[config.mk]
export PLATFORM = sky130hd
export DESIGN_NAME = pipe_stage
export DESIGN_NICKNAME = d
export VERILOG_FILES = /design/src/rtl/pipe_stage.sv
export SDC_FILE = /design/constraint.sdc
export NUM_CORES = 1
export LEC_CHECK = 0
export ABC_AREA = 1
export CORE_MARGIN = 5
export CORE_UTILIZATION = 38
export CTS_CLUSTER_SIZE = 20
export DETAILED_ROUTE_END_ITERATION = 12
export PLACE_DENSITY = 0.8
export SYNTH_ARGS = -nofsm -noshare
export SYNTH_HDL_FRONTEND = slang
export SYNTH_SLANG_ARGS = --single-unit
[constraint.sdc]
create_clock -name clk -period 1.4 [get_ports clk]
set_input_delay 0.42 -clock clk [delete_from_list [all_inputs] [get_ports clk]]
set_output_delay 0.42 -clock clk [all_outputs]
set_load 0.02 [all_outputs]
[src/rtl/pipe_stage.sv]
// pipe_stage: generic pipeline stage register with valid/ready handshake,
// back-pressure, flush with bubble insertion and a saturating stall counter.
//
// Configuration macro: PIPE_STAGE_SKID_EN
//   undefined - single entry, in_ready = ~out_valid | out_ready (combinational)
//   defined   - two-entry skid buffer (main + skid), in_ready = ~skid_valid
//               (registered, no combinational path from out_ready)
//
// Ports:
//   clk, rst          clock, synchronous active-high reset (highest priority)
//   flush             kill all entries; control zeroed, payload kept
//   in_valid/in_ready upstream handshake; in_ctrl/in_data upstream beat
//   out_valid/out_ready downstream handshake; out_ctrl/out_data held beat
//                     (out_ctrl is all-zero whenever out_valid = 0)
//   stall_cnt/stall_clr saturating count of out_valid & ~out_ready edges, clear
module pipe_stage #(
    parameter int unsigned CTRL_W = 8,
    parameter int unsigned DATA_W = 139,
    parameter int unsigned CNT_W  = 8
) (
    input  logic              clk,
    input  logic              rst,
    input  logic              flush,
    input  logic              in_valid,
    output logic              in_ready,
    input  logic [CTRL_W-1:0] in_ctrl,
    input  logic [DATA_W-1:0] in_data,
    output logic              out_valid,
    input  logic              out_ready,
    output logic [CTRL_W-1:0] out_ctrl,
    output logic [DATA_W-1:0] out_data,
    output logic [CNT_W-1:0]  stall_cnt,
    input  logic              stall_clr
);

    logic inXfer;

`ifdef PIPE_STAGE_SKID_EN
    logic              skidValid;
    logic [CTRL_W-1:0] skidCtrl;
    logic [DATA_W-1:0] skidData;

    always_comb begin
        in_ready = ~skidValid;
        inXfer   = in_valid & in_ready;
    end

    // Main register advances whenever it is empty or draining; skid only
    // fills while main is stalled. A valid skid forces in_ready low, so skid
    // refill and input capture never collide in the same edge.
    always_ff @(posedge clk) begin
        if (rst) begin
            out_valid <= 1'b0;
            out_ctrl  <= '0;
            out_data  <= '0;
            skidValid <= 1'b0;
            skidCtrl  <= '0;
            skidData  <= '0;
        end else if (flush) begin
            out_valid <= 1'b0;
            out_ctrl  <= '0;
            skidValid <= 1'b0;
            skidCtrl  <= '0;
        end else if (~out_valid | out_ready) begin
            if (skidValid) begin
                out_valid <= 1'b1;
                out_ctrl  <= skidCtrl;
                out_data  <= skidData;
                skidValid <= 1'b0;
                skidCtrl  <= '0;
            end else if (inXfer) begin
                out_valid <= 1'b1;
                out_ctrl  <= in_ctrl;
                out_data  <= in_data;
            end else begin
                out_valid <= 1'b0;
                out_ctrl  <= '0;
            end
        end else if (inXfer) begin
            skidValid <= 1'b1;
            skidCtrl  <= in_ctrl;
            skidData  <= in_data;
        end
    end
`else
    always_comb begin
        in_ready = ~out_valid | out_ready;
        inXfer   = in_valid & in_ready;
    end

    always_ff @(posedge clk) begin
        if (rst) begin
            out_valid <= 1'b0;
            out_ctrl  <= '0;
            out_data  <= '0;
        end else if (flush) begin
            out_valid <= 1'b0;
            out_ctrl  <= '0;
        end else if (inXfer) begin
            out_valid <= 1'b1;
            out_ctrl  <= in_ctrl;
            out_data  <= in_data;
        end else if (out_valid & out_ready) begin
            out_valid <= 1'b0;
            out_ctrl  <= '0;
        end
    end
`endif

    // Clear beats a coincident stall; flush does not touch the count.
    always_ff @(posedge clk) begin
        if (rst | stall_clr) begin
            stall_cnt <= '0;
        end else if (out_valid & ~out_ready & (stall_cnt != '1)) begin
            stall_cnt <= stall_cnt + CNT_W'(1);
        end
    end

endmodule

# Word-level counts from Yosys, hierarchy flattened
# Index checks and enable logic that the tools add are counted.
classes:
  n_addsub: 1
  n_bitwise: 9
  eq_ne: 1
  reduce_logical: 3
  muxes: 4
op_table:
  columns: ["cell", "count"]
  rows:
  - ["$mux 8", 2]
  - ["$add 8x1->8 const B", 1]
  - ["$ne 8x8->1 const B", 1]
  - ["$and 1x1->1", 4]
  - ["$not 1->1", 3]
  - ["$mux 1", 2]
  - ["$or 1x1->1", 2]
  - ["$reduce_and 2->1", 1]
  - ["$reduce_bool 2->1", 1]
  - ["$reduce_or 2->1", 1]
totals:
  wordCells: 22
  reg_bits: 156
  out_inout_bits: 157

# Longest topological paths before layout
logic_depth:
  word_depth: 4
  ltp_mapped: 9
  depth_no_buf: 7

# Worst setup path after synthesis
# No wires, ideal clock.
synth_path:
  kind: "flip-flop to flip-flop"
  startpoint: "register out_valid"
  endpoint: "register out_data[100]"
  required_time_ns: 1.287
  setup_ns: 0.113
  setup_slack_ns: -0.002
  path_stages_with_launch: 10
  synth_period_minus_slack_ns: 1.402
  arrival_ns: 1.289
  cell_sequence: "dfxtp_1 -> inv_2 -> nor2_4 -> nor2_8 -> nand2_4 -> buf_6 -> buf_4 -> nand2_1 -> nand2_1 -> nor2_1"
synth_via:
  elab_chain_len: 4
synth_lines:
  columns: ["element", "line", "text"]
  rows:
  - ["start, declared", "28", "output logic out_valid,"]
  - ["start signal, assigned", "93", "out_valid <= 1'b0;"]
  - ["start signal, assigned", "97", "out_valid <= 1'b0;"]
  - ["start signal, assigned", "100", "out_valid <= 1'b1;"]
  - ["$not 1->1", "87", "in_ready = ~out_valid | out_ready;"]
  - ["$or 1x1->1", "87", null]
  - ["$and 1x1->1", "88", "inXfer = in_valid & in_ready;"]
  - ["$reduce_and 2->1 (no source line)", null, null]
  - ["end signal, assigned", "102", "out_data <= in_data;"]
  - ["end, declared", "31", "output logic [DATA_W-1:0] out_data,"]
# Every way passes these cells.
# A chain may end at the register's enable or synchronous reset.

# Worst setup path in the final report
layout_path:
  startpoint: "register out_valid"
  endpoint: "register out_data[49]"
# Same word-level chain as after synthesis.

==> impl_metrics.ini <==
[cts]
cts_max_level = 4
root_buffer = clkbuf_16
ctsHoldBuffers = 0
clock_path_buffers = 2
clkSinkCount = 156
numCtsBuffers = 17
cts_tree = done
clock_latency_ns = 0.43
clk_pin_slew_ns = 0.06

[timing]
worstMarginPinSlew_ns = 0.577
fin_crit_sh_pct = 102
report.final.slew_viol_count = 0
fin_crit_ns = 1.43
skew_ns = 0.00790
timing.final.ws_setup_ns = -0.0277
hold_violations = 0
fmax_ghz = 0.700
setup_violations = 8
rsz0062_at_grt = true
maxSlewHeadroom_pct = 61.3

[layout]
fin_cells = 1559
drive_gt1_share_pct = 21.5
nets = 1480
diodes = 0
syn2layout_area_growth_pct = 57.7
final_cell_area_um2 = 10200

[min_path]
hold_path_startpoint = in_valid
hp-class = in -> reg

[floorplan]
io_pins = 310
die_w_um = 140
dieHeight_um = 140
fp.dieArea_um2 = 19700
initial_core_util_pct = 38.8
placementRows = 47
fp.coreArea_um2 = 16600

[grt]
grt_pass1_vias = 6327
overflow = 0
antenna_found_initial = 0
grt_max_degree = 42
track_usage_pct = 19.9
grt_pass1_wl_um = 31700

[worst_setup_path]
path_cells = buf_6 -> inv_4 -> nor2_4 -> nor2_8 -> nand2_8 -> buf_16 -> nor2_1 -> nor2_2
startpoint = out_valid
cp_slowest_cell = dfxtp_4
cp_slowest_stage_delay_ns = 0.36
critPathKind = reg -> reg
crit_required_ns = 1.72
rr_startpoint = out_valid
ff2ff_path_depth = 8
critPathBufInv = 3
rrSetupSlack_ns = -0.03
cp-endpoint = out_data[49]
startpoint_type = flip-flop
critPathCaptureType = flip-flop
crit_cells = 8
arrival_ns = 1.75
critPathTopFamily = simple AND/OR/NAND/NOR gates
r2r-end = out_data[49]
critPathMaxFanout = 41

[placed_design]
placed_cells = 1519
place.gp.congestion = 0.808
port_buffers = 309
postPlaceCellArea_um2 = 9970
hpwl_um = 14600

[status]
violations = negative setup slack
status = finished with violations

[synth]
yosys-top-cells-area = dfxtp_1 (48%), nand2_1 (18%), nor2_1 (17%), inv_1 (8.7%), buf_4 (2.6%)
syn_avg_cell_area_um2 = 6.50
synth_cell_types = 18
ys_ff_latch = 156
synth_top_area_cell = dfxtp_1
synth_fp_nets = 1148
ys_seq_area_share_pct = 48.4
syn_area_um2 = 6460
yosysTopAreaCellShare_pct = 48.4
syn_inst = 994
yosys_warnings = 0

[pwr]
ir_drop_v = 0.000810
p_leak_nw = 5.40
power.density_nw_per_um2 = 1150

[routing]
wl_um = 20600
post_drt_wl_per_cell_um = 13.2
drt_iter0_markers = 290
ant_nets = 0
vias = 6775
drc_errors = 0
firstDrtPassIters = 4
avgViaCountPerCell = 4.35

[flow_run]
max-cap-violations = 0
==> metrics by stage <==
step / TNS (ns) / util [%] / total power, mW / setup slack [ns] / hold WS (ns)
after floorplan: 0 / - / 6.04 / 0.000840 / 0.541
after global placement: -72.18 / 59.9 / 7.23 / -0.628 / 0.447
after detailed placement: -74.85 / 59.9 / 7.27 / -0.623 / 0.454
after CTS: -0.224 / 59.7 / 11.7 / -0.0380 / 0.461
after global routing: -5.50 / 61.2 / 12.2 / -0.0916 / 0.361
final: -0.0732 / 61.2 / 11.7 / -0.0277 / 0.359
==> placed cells by master, fill, tap and decap left out, types with 15 or more instances in the layout <==
cell type        instances
a21oi_1                 15
buf_2                  129
buf_4                   52
clkbuf_16               19
clkdlybuf4s50_1        149
dfxtp_1                153
inv_1                  147
nand2_1                302
nor2_1                 268
nor2_2                  25
==> cell families after synthesis <==
group	count (synthesis)	synth area share [%]
flip-flops	156	48.4
buffers and inverters	197	13.2
adder cells (fa/ha/maj)	1	0.194
AND/OR/NAND/NOR	624	37.0
AO/OA/AOI/OAI	16	1.24
==> final cells by class <==
cell class	count	area (um^2)
clock inverter	10	114
inverter	151	576
multi-input combinational	644	2640
clock buffer	22	484
fill	1547	6460
tap	220	275
timing repair buffer	356	2970
sequential	156	3130
==> registers in the layout, summed over array words and instances, names as in the netlist <==
register and flops:
out_ctrl 8, out_data 139, out_valid 1, stall_cnt 8
==> Yosys cell counts <==
cell      count
nand2_1     315
nor2_1      295
dfxtp_1     156
inv_1       149
buf_4        22
a21oi_1      15
clkbuf_1     15
nand3_1      10
buf_2         6
buf_6         3
clkinv_1      1
ha_1          1
inv_2         1
nand2_4       1
nand3b_1      1
nor2_4        1
nor2_8        1
o21ai_1       1
==> routing by layer <==
metal,GRT usage [%],up-vias,wire (um)
li1,-,3518,-
met1,21.8,2993,8130
met2,34.8,220,10300
met3,7.60,44,1660
met4,7.85,0,567
met5,0,-,0
==> worst min path at each step <==
stage,to,slack (ns),depth (start not counted)
finish,out_valid,0.36,3
global route,out_valid,0.36,3
CTS,out_ctrl[2],0.46,2
detailed placement,out_ctrl[2],0.45,2
global placement,out_ctrl[3],0.45,2
floorplan,out_ctrl[0],0.54,2
==> report_power, final <==
part	switching, mW	total, mW	internal (mW)
combinational	1.19	2.18	0.991
clock	1.87	4.68	2.81
sequential	0.134	4.86	4.73
total	3.20	11.7	8.53
==> worst reg2reg max path, stage by stage, from the launching register on <==
cell and delay [ns]:
dfxtp_4 0.36, buf_6 0.12, inv_4 0.05, nor2_4 0.04, nor2_8 0.16, nand2_8 0.16, buf_16 0.22, nor2_1 0.15
nor2_2 0.06
==> timing repair <==
action / 4_1_cts / 5_1_grt
endpoints found under the setup margin: 283 / 163
gates resized for setup: 656 / 74
setup buffers: 2 / 0
cloned: 3 / 3
pin swaps: 0 / 1
Power figures use the tool's default switching activity.
